File: src/rtl/flash_boot_seq.sv
// -----------------------------------------------------------------------------
// flash_boot_seq
//
// Boot-copy sequencer. After reset (boot mode 0) or on a start request, copies
// COPY_WORDS 32-bit words from the SPI flash window into program RAM. It uses
// two Wishbone master ports, one read-only (flash) and one write-only (RAM).
// The CPU is held in reset while a copy is running. o_done feeds the setup
// register's prog-complete input.
//
// Each word is a flash read (RD) followed by a RAM write (WR). Only one port
// has cyc asserted at any time. With zero-wait slaves a word takes 4 clocks.
// A bus cycle that waits TIMEOUT clocks without an ack aborts the copy into ERR.
//
// Ports:
//   i_wb_clk, i_wb_rst        clock, asynchronous active-high reset
//   i_boot_mode               0 = auto-start after reset, 1 = wait for i_start
//   i_start                   single-cycle start/restart request
//   o_busy / o_cpu_hold       copy in progress / CPU held in reset
//   o_done / o_error          sticky completion / timeout-abort flags
//   o_wb_flash_*, i_wb_flash_* flash read master (adr, cyc, rdt, ack)
//   o_wb_ram_*,   i_wb_ram_ack RAM write master (adr, dat, sel, we, cyc, ack)
// -----------------------------------------------------------------------------
module flash_boot_seq #(
    parameter logic [31:0] FLASH_ADDRESS = 32'hc000_0000,
    parameter logic [31:0] RAM_ADDR      = 32'h0000_8000,
    parameter int unsigned COPY_WORDS    = 2048,
    parameter int unsigned TIMEOUT       = 1023
) (
    input  logic        i_wb_clk,
    input  logic        i_wb_rst,
    input  logic        i_boot_mode,
    input  logic        i_start,
    output logic        o_busy,
    output logic        o_done,
    output logic        o_error,
    output logic        o_cpu_hold,
    output logic [31:0] o_wb_flash_adr,
    output logic        o_wb_flash_cyc,
    input  logic [31:0] i_wb_flash_rdt,
    input  logic        i_wb_flash_ack,
    output logic [31:0] o_wb_ram_adr,
    output logic [31:0] o_wb_ram_dat,
    output logic [3:0]  o_wb_ram_sel,
    output logic        o_wb_ram_we,
    output logic        o_wb_ram_cyc,
    input  logic        i_wb_ram_ack
);

    localparam int unsigned IDX_W = (COPY_WORDS == 0) ? 1 : $clog2(COPY_WORDS + 1);
    localparam int unsigned TMO_W = $clog2(TIMEOUT + 1);

    localparam logic [IDX_W-1:0] LAST_IDX = (COPY_WORDS == 0) ? '0 : IDX_W'(COPY_WORDS - 1);
    // The last waiting cycle: if the counter already holds TIMEOUT-1 and there
    // is still no ack, this cycle brings the wait to TIMEOUT.
    localparam logic [TMO_W-1:0] TMO_LAST = TMO_W'(TIMEOUT - 1);

    typedef enum logic [2:0] {
        S_IDLE,
        S_RD,
        S_WR,
        S_DONE,
        S_ERR
    } state_e;

    state_e           state_q, state_d;
    logic [IDX_W-1:0] idx_q,   idx_d;
    logic [TMO_W-1:0] tmo_q,   tmo_d;
    logic [31:0]      data_q,  data_d;
    // High only during the first clock after reset release. The auto-start
    // decision samples i_boot_mode in that cycle alone.
    logic             first_q;
    logic             start;

    // A start is accepted only while no copy is running.
    assign start = ((state_q == S_IDLE) || (state_q == S_DONE) || (state_q == S_ERR)) &&
                   (i_start || (first_q && !i_boot_mode));

    // NOTE: state registers use non-blocking assignments. Every flop then samples
    // the pre-edge values, independent of process ordering.
    always_ff @(posedge i_wb_clk or posedge i_wb_rst) begin
        if (i_wb_rst) begin
            state_q <= S_IDLE;
            idx_q   <= '0;
            tmo_q   <= '0;
            data_q  <= '0;
            first_q <= 1'b1;
        end else begin
            state_q <= state_d;
            idx_q   <= idx_d;
            tmo_q   <= tmo_d;
            data_q  <= data_d;
            first_q <= 1'b0;
        end
    end

    // Next-state logic.
    // NOTE: every variable gets a default before the case statement. That way
    // no path leaves one unassigned, and no latch is inferred.
    always_comb begin
        state_d = state_q;
        idx_d   = idx_q;
        tmo_d   = tmo_q;
        data_d  = data_q;

        case (state_q)
            S_IDLE, S_DONE, S_ERR: begin
                if (start) begin
                    idx_d = '0;
                    tmo_d = '0;
                    // A zero-length image completes on the start edge itself.
                    state_d = (COPY_WORDS == 0) ? S_DONE : S_RD;
                end
            end

            S_RD: begin
                // An ack takes priority over an expiring timeout in the same cycle.
                if (i_wb_flash_ack) begin
                    data_d  = i_wb_flash_rdt;
                    tmo_d   = '0;
                    state_d = S_WR;
                end else if (tmo_q == TMO_LAST) begin
                    state_d = S_ERR;
                end else begin
                    tmo_d = tmo_q + TMO_W'(1);
                end
            end

            S_WR: begin
                if (i_wb_ram_ack) begin
                    tmo_d = '0;
                    if (idx_q == LAST_IDX) begin
                        state_d = S_DONE;
                    end else begin
                        idx_d   = idx_q + IDX_W'(1);
                        state_d = S_RD;
                    end
                end else if (tmo_q == TMO_LAST) begin
                    state_d = S_ERR;
                end else begin
                    tmo_d = tmo_q + TMO_W'(1);
                end
            end

            default: state_d = S_IDLE;
        endcase
    end

    // Outputs are decoded from the state register alone. The async reset of
    // state_q therefore drops both cyc lines and all flags at once. Addresses
    // and data read as zero while their cyc is low.
    always_comb begin
        o_busy         = 1'b0;
        o_cpu_hold     = 1'b0;
        o_done         = 1'b0;
        o_error        = 1'b0;
        o_wb_flash_cyc = 1'b0;
        o_wb_flash_adr = '0;
        o_wb_ram_cyc   = 1'b0;
        o_wb_ram_we    = 1'b0;
        o_wb_ram_adr   = '0;
        o_wb_ram_dat   = '0;

        case (state_q)
            S_RD: begin
                o_busy         = 1'b1;
                o_cpu_hold     = 1'b1;
                o_wb_flash_cyc = 1'b1;
                o_wb_flash_adr = FLASH_ADDRESS + 32'({idx_q, 2'b00});
            end
            S_WR: begin
                o_busy       = 1'b1;
                o_cpu_hold   = 1'b1;
                o_wb_ram_cyc = 1'b1;
                o_wb_ram_we  = 1'b1;
                o_wb_ram_adr = RAM_ADDR + 32'({idx_q, 2'b00});
                o_wb_ram_dat = data_q;
            end
            S_DONE:  o_done  = 1'b1;
            S_ERR:   o_error = 1'b1;
            default: ;
        endcase
    end

    // Every write is a full-word write.
    assign o_wb_ram_sel = 4'hf;

endmodule

File: config.mk
export PLATFORM = sky130hd
export DESIGN_NAME = flash_boot_seq
export DESIGN_NICKNAME = d
export VERILOG_FILES = /design/src/rtl/flash_boot_seq.sv
export SDC_FILE = /design/constraint.sdc
export NUM_CORES = 1
export LEC_CHECK = 0
export CAP_MARGIN = 25
export CORE_MARGIN = 2
export CORE_UTILIZATION = 35
export CTS_CLUSTER_DIAMETER = 200
export DETAILED_ROUTE_END_ITERATION = 10
export GPL_ROUTABILITY_DRIVEN = 0
export MAX_ROUTING_LAYER = met4
export PLACE_DENSITY_LB_ADDON = 0.25
export REMOVE_ABC_BUFFERS = 1
export SYNTH_ARGS = -nofsm -noshare
export SYNTH_HDL_FRONTEND = slang
export SYNTH_SLANG_ARGS = --single-unit
File: constraint.sdc
create_clock -name i_wb_clk -period 1.7 [get_ports i_wb_clk]
set_input_delay 0.255 -clock i_wb_clk [delete_from_list [all_inputs] [get_ports i_wb_clk]]
set_output_delay 0.255 -clock i_wb_clk [all_outputs]
set_load 0.01 [all_outputs]
* Word level (Yosys, flattened, before mapping)
Index checks and enable logic that the tools add are counted.
Storage, ports and cells: register bits 58, latch bits 0, bits in writable memories 0, bits in read-only memories 0, output and inout port bits 107, memories kept 0
Cells by class: add/subtract/negate cells 4, $mul 0, div/mod/pow operators 0, magnitude comparators 0, equality and inequality tests 9, shift-type cells 0, mux-type cells 23, bitwise gates (word level) 0, reductions and logical operators 14
Operator list (count):
- $mux 32 | 2
- $mux 10 | 4
- $mux 12 | 3
- $add 31x15->32 const A | 1
- $pmux 10 s3 | 1
- $pmux 12 s2 | 1
- $add 16x14->17 const A | 1
- $mux 17 | 1
- $add 12x1->12 const B | 1
- $eq 12x11->1 const B | 1
- $mux 3 | 4
- $add 10x1->10 const B | 1
- $eq 10x10->1 const B | 1
- $pmux 3 s3 | 1
- $eq 3x2->1 const B | 2
- $ne 2x2->1 const B | 3
- $mux 1 | 5
- $reduce_and 2->1 | 2
- $reduce_and 4->1 | 1
- $eq 3x1->1 const B | 1
- $eq 3x3->1 const B | 1
- $logic_not 3->1 | 1
- $logic_or 1x1->1 | 3
- $reduce_bool 3->1 | 1
- 6 further kinds | 7

* Logic depth before layout (Yosys ltp)
Gate-level depths: netlist of the first run.
word-level depth 6, mapped depth 7, gate-level depth less buffers 6

* Least setup slack after synthesis of the first run
No wires, ideal clock.
kind reg2out, start register state_q[0], end output o_wb_ram_adr[11], arrival 1.472 ns, path slack -0.027 ns, cell stages (with the launch flop) 7, path buffers 2, path through dfrtp_1 -> and2b_4 -> nand2_8 -> clkinv_4 -> buf_6 -> clkbuf_1 -> and2_1
On the way: cells in the longest elaborated chain, start to end 2
Ends and longest elaborated chain:
- from (decl) | RTL line 65 | state_e state_q, state_d;
- from (signal assigned) | RTL line 88 | state_q <= state_d;
- $eq 3x2->1 | RTL line 163 | case (state_q)
- $mux 17 | RTL line 163
- to (decl) | RTL line 41 | output logic [31:0] o_wb_ram_adr,
Every way passes these cells.

* Final worst setup path of the first run
start register state_q[1], end output o_wb_ram_dat[18]
On the way: cells in the longest elaborated chain, start to end 2
Ends and longest elaborated chain:
- $eq 3x2->1 | RTL line 163
- $mux 32 | RTL line 163
- to (decl) | RTL line 42 | output logic [31:0] o_wb_ram_dat,
Every way passes these cells.

==> results list, run 1 <==
- TritonCTS built the clock tree.
- Remaining global-route overflow: 0
* Most common flop cell mapped by yosys: sky130_fd_sc_hd__dfrtp_1
- DRC viols: 0
- The repair_antennas step left the layout with diodes totalling 0.
- TritonCTS created 9 clock buffers.
- Reg area: 1450 µm²
* Area added between synthesis and finish: 52.7%
- The finished cells cover 5730 µm².
- Synthesis inferred 58 register bits.
* Top-area cell type share of the netlist area: 0.380
* Timing-limited maximum frequency: 545 MHz
* First-pass GRT wire length: 16,400 µm
- Area of combinational cells with multiple inputs: 2290 µm²
- The share of the Yosys chip area taken by registers is 0.387.
- The final max-slew violation count was 0.
- Data arrival time of the critical path: 1.58 ns
* Number of antenna violations at the first check in global routing: 0
- Vias in the first global route: 3,223
- Entering global routing, the biggest net connects 29 pins.
* Result of the run: finished, violations left
* Worst Path Required: 1.44 ns
* Standby leakage power: 0.00269 µW
* Slowest library cell on the worst path: sky130_fd_sc_hd__dfrtp_1
* Number of distinct library cells after synthesis: 64
- The cell sitting at the root of the clock tree is a sky130_fd_sc_hd__clkbuf_8.
* Residual antenna-violating net count after detailed routing: 0
- The synthesized design contains 0 enable-type register cells.
- Number of violations reported at the end of detailed-routing iteration 0: 72
- Before antenna repair, the detailed router went through 4 iterations.
* Number of inserted filler cells in the final layout: 933
- Placeable core region: 10,400 µm²
- Of the cells placed in the final design, the portion with a size suffix greater than 1 is 0.480.
- Setup repair after global routing could not meet its margin everywhere.
* Initial Utilization: 0.362
- In this run the worst hold path is classified as input port to asynchronous set/reset pin.
- Violations in the final reports: negative setup slack
- IR analysis of the VDD net gives a maximum drop of 0.681 mV.
- DR vias: 3,218
* Count of endpoints failing setup in the final report: 103
* Final worst clock skew: 0.00581 ns
* Max-Cap Viols: 0
* Setup CP Type: register to output pin
- Subtracting the final worst setup slack from the clock period gives 1.84 ns.
- The most common cell in the synthesized netlist is sky130_fd_sc_hd__dfrtp_1.
* Final non-filler cell total: 659
* WL/cell: 16.0 µm
- The clock reaches the later pin of the worst-skew pair after 0.34 ns.
- Clock transition at the registers of the reported paths: 0.07 ns
* Post-Synthesis Cell Area: 3750 µm²
* Gate Count Post-Synth: 354
* Final worst path period share: 1.08
* Die area: 11,600 µm²
- Syn Area/Cell: 10.6 µm²
- Top cells by area, synth: sky130_fd_sc_hd__dfrtp_1 (38%), sky130_fd_sc_hd__buf_4 (9.4%), sky130_fd_sc_hd__and2_1 (8.5%)
- I/O pin count: 145
- In the synthesized netlist, the cells that appear most often are sky130_fd_sc_hd__dfrtp_1 (57), sky130_fd_sc_hd__and2_1 (51), sky130_fd_sc_hd__buf_4 (47).
- After floorplanning, the core was divided into 37 placement rows.
- Number of sinks driven by the clock tree: 58
- The count of final hold-check violations came to 0.
- Total of warnings raised by yosys: 0
- After detailed placement, the design holds a cell count of 619.
* Critical Path Fanout Max: 10
- The die is 108 µm wide.
- CP Cell Sequence: and2b_4, nand2_8, clkinv_8, clkbuf_16, and2_1, buf_2
* Cell family with most CP delay: simple AND/OR/NAND/NOR gates
- Post-DP HPWL: 6850 µm
* Critical path launch point type: register
* Pwr Density: 1380 nW/µm²
- The number of hold buffers added after CTS was 0.
- Maximum level of the CTS H-tree: 3
- Fin nets: 559
- Counting flops with an async set or reset pin after synthesis yields a share of 1.00.
- Most area-hungry cell type in the Yosys netlist: sky130_fd_sc_hd__dfrtp_1
- Detailed-route vias per instance: 4.88
- The worst setup path is captured at an output pin.
* Vert. Die Dim: 108 µm
- Number of buffers and inverters on the critical path: 3
- GRT Util Overall: 0.186
- Placed instance area: 5070 µm²
- In the post-route analysis, the smallest setup slack over all paths is -0.135 ns.
- Input and output buffers added on the ports amount to 103.
- Largest stage delay on the critical path: 0.41 ns
- The clock passes through at most 2 buffers.
- The routed design has 10,600 µm of wire.
## layout make-up
cell class	instances	share of cell area
Sequential cell	58	0.254
Clock buffer	11	0.0247
Multi-Input combinational cell	263	0.399
Tap cell	136	0.0297
Clock inverter	5	0.00524
Timing Repair Buffer	174	0.277
Timing Repair inverter	1	0.00153
Inverter	11	0.00938
## report_power, final
group | switching [µW] | internal (µW)
Sequential | 276 | 1860
Combinational | 2040 | 2590
Clock | 576 | 560
Total | 2900 | 5010
## worst register-to-register path, cell delays in order, from the launching register on
cell,delay [ns]
sky130_fd_sc_hd__dfrtp_1,0.41
sky130_fd_sc_hd__buf_6,0.14
sky130_fd_sc_hd__buf_8,0.12
sky130_fd_sc_hd__nor2_4,0.13
sky130_fd_sc_hd__buf_6,0.14
sky130_fd_sc_hd__and2_4,0.23
sky130_fd_sc_hd__buf_12,0.13
sky130_fd_sc_hd__buf_12,0.13
sky130_fd_sc_hd__mux2_4,0.31
## through the flow
stage | power [µW] | TNS (ns) | utilization | hold WS [ns] | setup WS (ns)
3_3_place_gp | 5520 | -11.44 | 0.489 | 0.460 | -0.231
4_1_cts | 7470 | -10.17 | 0.526 | 0.159 | -0.197
3_5_place_dp | 5580 | -14.42 | 0.489 | 0.467 | -0.260
2_1_floorplan | 3950 | -46.70 | - | 0.390 | -1.33
5_1_grt | 8370 | -14.51 | 0.553 | 0.170 | -0.191
6_report | 7900 | -8.10 | 0.553 | 0.163 | -0.135
## routing by layer
layer / routed length, µm / up-vias / global-route usage
li1: - / 1505 / -
met1: 4440 / 1556 / 0.228
met2: 5100 / 141 / 0.297
met3: 854 / 16 / 0.0605
met4: 155 / 0 / 0.0504
met5: 0 / - / -
## sequential cells by signal (all words and copies together) (netlist names)
signal and flops:
idx_q 12, first_q 1, data_q 32, tmo_q 10
state_q 3
## layout by cell type (no fill, tap or decap), types with 3 or more instances in the layout
cell                              netlist  routed
sky130_fd_sc_hd__dfrtp_1               57      56
sky130_fd_sc_hd__mux2_4                18      33
sky130_fd_sc_hd__clkinv_2               0       3
sky130_fd_sc_hd__clkdlybuf4s50_1        0      37
sky130_fd_sc_hd__o22a_1                 3       3
sky130_fd_sc_hd__inv_2                  2       3
sky130_fd_sc_hd__and2_1                51      38
sky130_fd_sc_hd__nand4_1               10      10
sky130_fd_sc_hd__buf_8                  0       3
sky130_fd_sc_hd__a21oi_1                7       4
sky130_fd_sc_hd__mux2i_1                8       8
sky130_fd_sc_hd__nand2_1               10       9
sky130_fd_sc_hd__nand3_1                5       4
sky130_fd_sc_hd__o311ai_1               0       3
sky130_fd_sc_hd__a31oi_1                5       4
sky130_fd_sc_hd__buf_4                 47      41
sky130_fd_sc_hd__nor2_1                11       6
sky130_fd_sc_hd__nand4b_1               6       6
sky130_fd_sc_hd__buf_6                  5      40
sky130_fd_sc_hd__nor3_1                 8       4
sky130_fd_sc_hd__conb_1                 2      42
sky130_fd_sc_hd__o21ai_0                6       4
sky130_fd_sc_hd__a2111oi_4              0       3
sky130_fd_sc_hd__a221o_1                5       5
sky130_fd_sc_hd__nor3_2                 0       3
sky130_fd_sc_hd__inv_1                  8       7
sky130_fd_sc_hd__nor2_4                 0       3
sky130_fd_sc_hd__buf_2                  4      44
sky130_fd_sc_hd__clkbuf_8               0      10
sky130_fd_sc_hd__a21oi_2                1       3
sky130_fd_sc_hd__and2_4                 0      13
sky130_fd_sc_hd__buf_12                 0       7
## cells by family (layout without fill, tap and decap cells)
group           Yosys count  count (layout)  share of synthesized area
compound gates           52              52                      0.113
fa+ha+maj                 3               3                     0.0100
buf+inv                  73             202                      0.133
flops                    58              58                      0.387
mux                      41              41                      0.138
other cells               2              42                    0.00200
simple gates            125             125                      0.218
## worst paths after layout
| path | startpoint | to | slack, ns | cells past startpoint |
|---|---|---|---|---|
| setup / recovery | state_q[1] | o_wb_ram_dat[18] | -0.14 | 6 |
| hold / removal | i_wb_rst | data_q[2] | 0.16 | 2 |
| setup reg to reg | state_q[1] | data_q[24] | -0.13 | 8 |
| hold reg to reg | data_q[14] | data_q[14] | 0.51 | 1 |
| max in group asynchronous | i_wb_rst | first_q | 1.04 | 3 |
| min in group i_wb_clk | data_q[14] | data_q[14] | 0.51 | 1 |
## repair_timing
action,in CTS,in global routing
pin swaps,20,28
resized for setup,332,67
buffers inserted,15,8
endpoints found under the setup margin,112,122
gates cloned,4,2
(Power assumes the default switching activity.)
==> inputs of run 2 (changes only) <==
Settings changed: ABC_AREA set to 1, ABC_CLOCK_PERIOD_IN_PS set to 1700.
==> run 2 against run 1 <==
The run still ends with negative setup slack left. Die area is 1.6% lower. Combinational power shrank 20%. First-iteration DRC count increased by 94%. Worst hold slack better by 0.13 ns. Total power is 13% lower. Sequential power decreased by 8%. Critical path type is now register to register. Critical endpoint is now data_q[20].
==> results list, run 2 <==
- Syn Area/Cell: 6.95 µm²
- In the synthesized netlist the async set-or-reset flop fraction comes to 1.00.
- Leading cell type by number of instances after synthesis: sky130_fd_sc_hd__nand2_1
- In this run, the number of DRC markers left after iteration 0 of detailed routing was 140.
- Final-report max-slew violation count: 0
- Violations in the final reports: negative setup slack
* RR Startpoint: state_q[2]
- Dividing the detail-routed wire length by the instance count gives 11.9 µm.
- Top cells by area, synth: sky130_fd_sc_hd__dfrtp_1 (39%), sky130_fd_sc_hd__nand2_1 (15%), sky130_fd_sc_hd__buf_4 (10%)
* Most common flop cell mapped by yosys: sky130_fd_sc_hd__dfrtp_1
- The tightest min-delay check is of the input port to asynchronous set/reset pin type.
- Die area: 11,400 µm²
* Remaining global-route overflow: 0
* Layout cell share with drive strength beyond 1: 0.271
- Post-DP HPWL: 6550 µm
- Before antenna repair, the detailed router went through 6 iterations.
- The mapped netlist covers 3690 µm².
* First-pass GRT wire length: 15,300 µm
- Buffer type at the clock tree root: sky130_fd_sc_hd__clkbuf_8
* VDD IR-drop max: 0.772 mV
- Most area-hungry cell type in the Yosys netlist: sky130_fd_sc_hd__dfrtp_1
- For this run, the top clock speed supported by timing is 572 MHz.
- Clock transition at the registers of the reported paths: 0.08 ns
- GRT Util Overall: 0.172
- Vert. Die Dim: 107 µm
* Top cells by count, synth: sky130_fd_sc_hd__nand2_1 (146), sky130_fd_sc_hd__nor2_1 (92), sky130_fd_sc_hd__inv_1 (70)
- Area added between synthesis and finish: 39.2%
- In this run, synthesis inferred 0 flip-flops with an integrated enable.
- Data on the critical path is required at its endpoint by 1.92 ns.
- I/O pin count: 145
* Critical path launch point type: register
- Hold Violations, Final: 0
- Number of antenna violations at the first check in global routing: 0
* Number of buffers created by CTS: 9
- Launching instance or port of the critical path: state_q[2]
- The later pin in the worst-skew pair is clocked with a latency of 0.35 ns.
- The die is 107 µm wide.
* Post-route minimum period: 1.75 ns
- For this run, the register share of the synthesized area comes to 0.394.
- Dividing total power by cell area gives a power density of 1330 nW/µm².
- The share of synthesized area in the top cell type comes to 0.386.
- During placement, the flow inserted port buffers numbering 103.
- Worst hold margin: 0.290 ns
* Register ranked first by flip-flop count: data_q
* Gate Count Post-Synth: 531
- After clock tree synthesis, the flow added hold-fix buffers numbering 0.
- Result of the run: finished, violations left
* Final worst clock skew: 0.0156 ns
- Yosys printed 0 warnings.
* Utilization of the core after routing: 0.500
- Commonest non-fill, non-tap cell in the layout: sky130_fd_sc_hd__nand2_1
* Placeable core region: 10,300 µm²
- The number of global-route vias before repair was 3,417.
* Final non-filler cell total: 813
- Standard-cell row count: 37
- In the post-route analysis, the smallest setup slack over all paths is -0.0487 ns.
- Count of endpoints failing setup in the final report: 78
- Post-placement cell count: 777
- Setup repair after global routing could not meet its margin everywhere.
* Critical Path Sink Type: register
- Critical Path Fanout Max: 10
- By startpoint and endpoint, the worst setup path is classified as register to register.
- Summed over all layers, the routed wires come to 9680 µm.
- CTS built an H-tree with a depth of 3.
- TritonCTS built the clock tree.
- For this run, design rule violations remaining after detail routing come to 0.
* Largest registers in the final layout: data_q x32, idx_q x12, tmo_q x10
* Number of sinks driven by the clock tree: 58
- Entering global routing, the biggest net connects 59 pins.
- The clock passes through at most 2 buffers.
- For this design the static power due to leakage is 0.00265 µW.
- Dividing the detail-routed via count by the number of cells gives 4.40.
* Final worst path period share: 1.03
* DR vias: 3,578
- Count of state elements after synthesis: 58
- Fin nets: 712
* Number of distinct library cells after synthesis: 25
- The register with the most flip-flops in the layout has 32 of them.
* Residual antenna-violating net count after detailed routing: 0
- Data on the critical path arrives at its endpoint at 1.97 ns.
* Max-Cap Viols: 0
* Initial Utilization: 0.359
- Leading cell types in the layout, fill and taps excluded: sky130_fd_sc_hd__nand2_1 (141), sky130_fd_sc_hd__inv_1 (67), sky130_fd_sc_hd__buf_2 (61), sky130_fd_sc_hd__nor2_1 (60), sky130_fd_sc_hd__dfrtp_1 (57)
## run 2: final cells by class
| class | count | area [µm²] |
|---|---|---|
| Tap cell | 136 | 170 |
| Multi-Input combinational cell | 378 | 1780 |
| Timing Repair Buffer | 151 | 1260 |
| Antenna cell | 1 | 2.50 |
| Clock inverter | 6 | 48.8 |
| Clock buffer | 10 | 138 |
| Sequential cell | 58 | 1450 |
| Fill cell | 1033 | 5140 |
| Inverter | 73 | 279 |
## run 2: path summary, 6_finish.rpt
kind                                    to  slack, ns  cells after the start
worst max-delay path            data_q[20]      -0.05                      8
worst min-delay path             idx_q[10]       0.29                      3
worst max register to register  data_q[20]      -0.05                      8
worst min register to register   idx_q[11]       0.52                      2
max in group asynchronous          first_q       1.10                      3
min in group i_wb_clk            data_q[8]       0.46                      3
## run 2: per-stage QoR
stage / instance area [µm²] / power (µW) / setup slack [ns] / setup TNS [ns]
5_1_grt: 5130 / 7340 / -0.133 / -9.60
3_3_place_gp: 4850 / 4850 / -0.113 / -3.77
3_5_place_dp: 4850 / 4910 / -0.162 / -5.62
2_1_floorplan: 3370 / 3460 / -1.26 / -54.99
6_report: 5140 / 6840 / -0.0487 / -1.67
4_1_cts: 4850 / 6190 / -0.194 / -3.65
## run 2: cells by family (layout without fill, tap and decap cells)
group	count (synthesis)	in the layout	share of synthesized area
flops	58	58	0.394
xor+xnor	9	9	0.0214
buf+inv	135	240	0.202
other cells	2	43	0.00203
simple gates	285	285	0.316
fa+ha+maj	3	3	0.0102
compound gates	39	39	0.0549
## run 2: power by group
part           internal [µW]  switching [µW]
logic                   1630            2060
clock network            580             617
registers               1810             146
## run 2: per-layer routing
metal	wire, µm	vias up	global-route usage
met5	0	-	-
met4	196	0	0.0631
met3	615	17	0.0401
met2	4580	136	0.285
met1	4290	1632	0.204
li1	-	1793	-
## run 2: worst max-delay path, stage by stage (launching register included)
cell                        delay (ns)
sky130_fd_sc_hd__dfrtp_1          0.44
sky130_fd_sc_hd__nor2_2           0.18
sky130_fd_sc_hd__nand2_2          0.14
sky130_fd_sc_hd__buf_6            0.17
sky130_fd_sc_hd__buf_4            0.15
sky130_fd_sc_hd__nor2_4           0.17
sky130_fd_sc_hd__buf_12           0.15
sky130_fd_sc_hd__clkbuf_16        0.15
sky130_fd_sc_hd__o21ai_0          0.08
## run 2: repair_timing
item,CTS,global route
gates cloned,2,4
pin swaps,3,8
endpoints found under the setup margin,78,121
gates resized for setup,275,42
setup buffers,3,11
==> inputs of run 3 (changes only) <==
Settings changed: ABC_CLOCK_PERIOD_IN_PS 1700 to 1800.
Clock period 1.7 ns to 1.8 ns, I/O delays scaled along.
==> run 3 against run 2 <==
The run still ends with negative setup slack left. Combinational power decreased by 22%. Largest power group unchanged. Sequential share of layout area increased by 1.3 points. Critical endpoint is now o_wb_ram_dat[11]. Global-route usage decreased by 0.60 points. Total power fell by 11%. Sequential power decreased by 5%. Utilization decreased by 2.2 points. First-iteration DRC count decreased by 4.3%. Count of clock-buffer cells in the layout grew 1. Clock skew shrank 0.0051 ns.
==> results list, run 3 (same netlist as run 2, synthesis figures left out) <==
- In the routed layout, each cell is associated on average with a via count of 4.35.
* I/O pin count: 145
- Data on the critical path is required at its endpoint by 1.53 ns.
- The clock passes through at most 2 buffers.
- Remaining global-route overflow: 0
* Initial Utilization: 0.359
- Summed over all layers, the routed wires come to 9210 µm.
* Number of inserted filler cells in the final layout: 1,050
- Violations in the final reports: negative setup slack
- The number of antenna diodes in the final layout is 0.
- Number of antenna violations at the first check in global routing: 0
- From synthesis to final layout, the design area changed by 33.0%.
- Residual antenna-violating net count after detailed routing: 0
* Final Worst Setup Slack: -0.0141 ns
- TritonCTS created 9 clock buffers.
- Standby leakage power: 0.00257 µW
- The number of hold buffers added after CTS was 0.
- Fin nets: 693
* Pwr Density: 1240 nW/µm²
- The worst setup path is launched from a register.
- Largest stage delay on the critical path: 0.42 ns
- For this run, the total global-route usage over all layers was measured as 0.166.
- The finished cells cover 4910 µm².
* Final worst clock skew: 0.0105 ns
* Setup slack of the worst register-to-register path: 0.15 ns
- Number of input and output port buffers inserted: 103
* Placed instance area: 4800 µm²
- DRT Pass-1 Iters: 4
- In this run the horizontal extent of the chip is 107 µm.
- Static timing analysis puts the maximum clock frequency at 551 MHz.
* Leading cell types in the layout, fill and taps excluded: sky130_fd_sc_hd__nand2_1 (144), sky130_fd_sc_hd__nor2_1 (84), sky130_fd_sc_hd__inv_1 (68), sky130_fd_sc_hd__dfrtp_1 (57)
- Cell family with most CP delay: buffers and inverters
- DRC viols: 0
* Critical Path Sink Type: output pin
- Hold Violations, Final: 0
- WL/cell: 11.6 µm
- Number of sinks driven by the clock tree: 58
- In this run the core area contains 37 standard-cell rows.
* First-pass GRT wire length: 14,700 µm
- Number of violations reported at the end of detailed-routing iteration 0: 134
- Setup violations remaining at the end of the flow were counted as 13.
- Unrepaired setup endpoints after global routing: true
* Register ranked first by flip-flop count: data_q
- Final-report max-slew violation count: 0
* Max-Cap Viols: 0
- STA puts the critical path data arrival time at 1.54 ns.
- Critical Path Fanout Max: 13
- Together, buffers and inverters on the worst path number 3.
- Final worst path period share: 1.01
* Buffer type at the clock tree root: sky130_fd_sc_hd__clkbuf_8
- VDD IR-drop max: 0.658 mV
- CP Cell Sequence: nor3_4, inv_4, buf_12, nor2_1, buf_2
* Flip-flop count of the largest register, all copies and words added: 32
- The library cell used most frequently in the layout, excluding fill and tap cells, is sky130_fd_sc_hd__nand2_1.
* Die area: 11,400 µm²
- Clock transition at the registers of the reported paths: 0.07 ns
- The later pin in the worst-skew pair is clocked with a latency of 0.33 ns.
* HP Class: input port to asynchronous set/reset pin
- Setup CP Type: register to output pin
- The slowest stage of the critical path is the sky130_fd_sc_hd__dfrtp_1 cell.
- TritonCTS clock tree: built
- Result of the run: finished, violations left
* Layout cell share with drive strength beyond 1: 0.202
- The core region is 10,300 µm².
* Largest net degree at the start of global routing: 66
- Largest registers in the final layout: data_q x32, idx_q x12, tmo_q x10
- Utilization of the core after routing: 0.478
* Post-route minimum period: 1.81 ns
- Maximum level of the CTS H-tree: 3
* Post-DP HPWL: 6640 µm
* DR vias: 3,446
* Vias in the first global route: 3,203
* Vert. Die Dim: 107 µm
==> run 3: cell types whose count changed in the layout (fill, tap and decap cells not counted), sizes merged <==
cell           previous run  this run
clkinvlp                  3         1
inv                      75        73
dlygate4sd2               0         4
clkdlybuf4s15             3         0
clkbuf                   14        30
buf                     107        72
diode                     1         0
bufinv                    0         2
clkinv                    1         2
==> run 3: report_power, final <==
group / leakage [µW] / switching (µW) / internal [µW]
sequential: 0.000748 / 154 / 1710
clock: 0.000109 / 527 / 813
combinational: 0.00171 / 1720 / 1160
==> run 3: layer usage <==
metal	wire length (µm)	share of wire	global-route usage	vias up
met5	0	0	-	-
met4	119	0.013	0.0547	0
met3	592	0.064	0.0401	11
li1	-	-	-	1758
met2	4300	0.47	0.263	104
met1	4200	0.46	0.208	1573
==> run 3: metrics by stage <==
stage / cells / power (µW) / setup TNS [ns] / hold slack, ns / worst slack, ns
finish: 793 / 6080 / -0.0937 / 0.186 / -0.0141
global route: 793 / 6560 / -2.74 / 0.201 / -0.0814
CTS: 790 / 5880 / -0.577 / 0.176 / -0.0637
detailed placement: 771 / 4580 / -0.0433 / 0.493 / -0.0154
global placement: 771 / 4510 / -0.0395 / 0.493 / -0.0221
floorplan: 509 / 3270 / -46.66 / 0.391 / -1.16
==> run 3: path summary, 6_finish.rpt <==
path / to / startpoint / cells past startpoint
worst max register to register: idx_q[10] / state_q[1] / 11
worst min register to register: idx_q[11] / idx_q[11] / 2
max in group asynchronous: first_q / i_wb_rst / 3
worst min-delay path: data_q[1] / i_wb_rst / 2
min in group i_wb_clk: data_q[22] / i_wb_flash_rdt[22] / 3
worst max-delay path: o_wb_ram_dat[11] / state_q[0] / 5
==> run 3: area by class of cell <==
| type | instances | area [µm²] | area share |
|---|---|---|---|
| multi-input cells | 378 | 1710 | 0.348 |
| flip-flops and latches | 58 | 1450 | 0.296 |
| repair buffers | 132 | 1080 | 0.220 |
| inverters | 73 | 277 | 0.0563 |
| well taps | 136 | 170 | 0.0347 |
| clock buffers | 11 | 141 | 0.0288 |
| clock inverters | 5 | 77.6 | 0.0158 |
==> run 3: worst reg2reg max path: stages, from the launching register on <==
cell and delay [ns]:
sky130_fd_sc_hd__dfrtp_1 0.39, sky130_fd_sc_hd__buf_4 0.14, sky130_fd_sc_hd__buf_4 0.13, sky130_fd_sc_hd__nor2_1 0.13, sky130_fd_sc_hd__inv_1 0.07, sky130_fd_sc_hd__nand2_1 0.13, sky130_fd_sc_hd__nand2_2 0.14, sky130_fd_sc_hd__nand2_4 0.12
sky130_fd_sc_hd__a21oi_4 0.04, sky130_fd_sc_hd__buf_12 0.14, sky130_fd_sc_hd__nand2_1 0.07, sky130_fd_sc_hd__nand2_1 0.05
==> run 3: what timing repair did <==
action	CTS	global route
pin swaps	2	4
hold endpoints to repair	0	0
cloned	1	2
gates resized for setup	211	49
endpoints found under the setup margin	66	78
buffers inserted	2	1
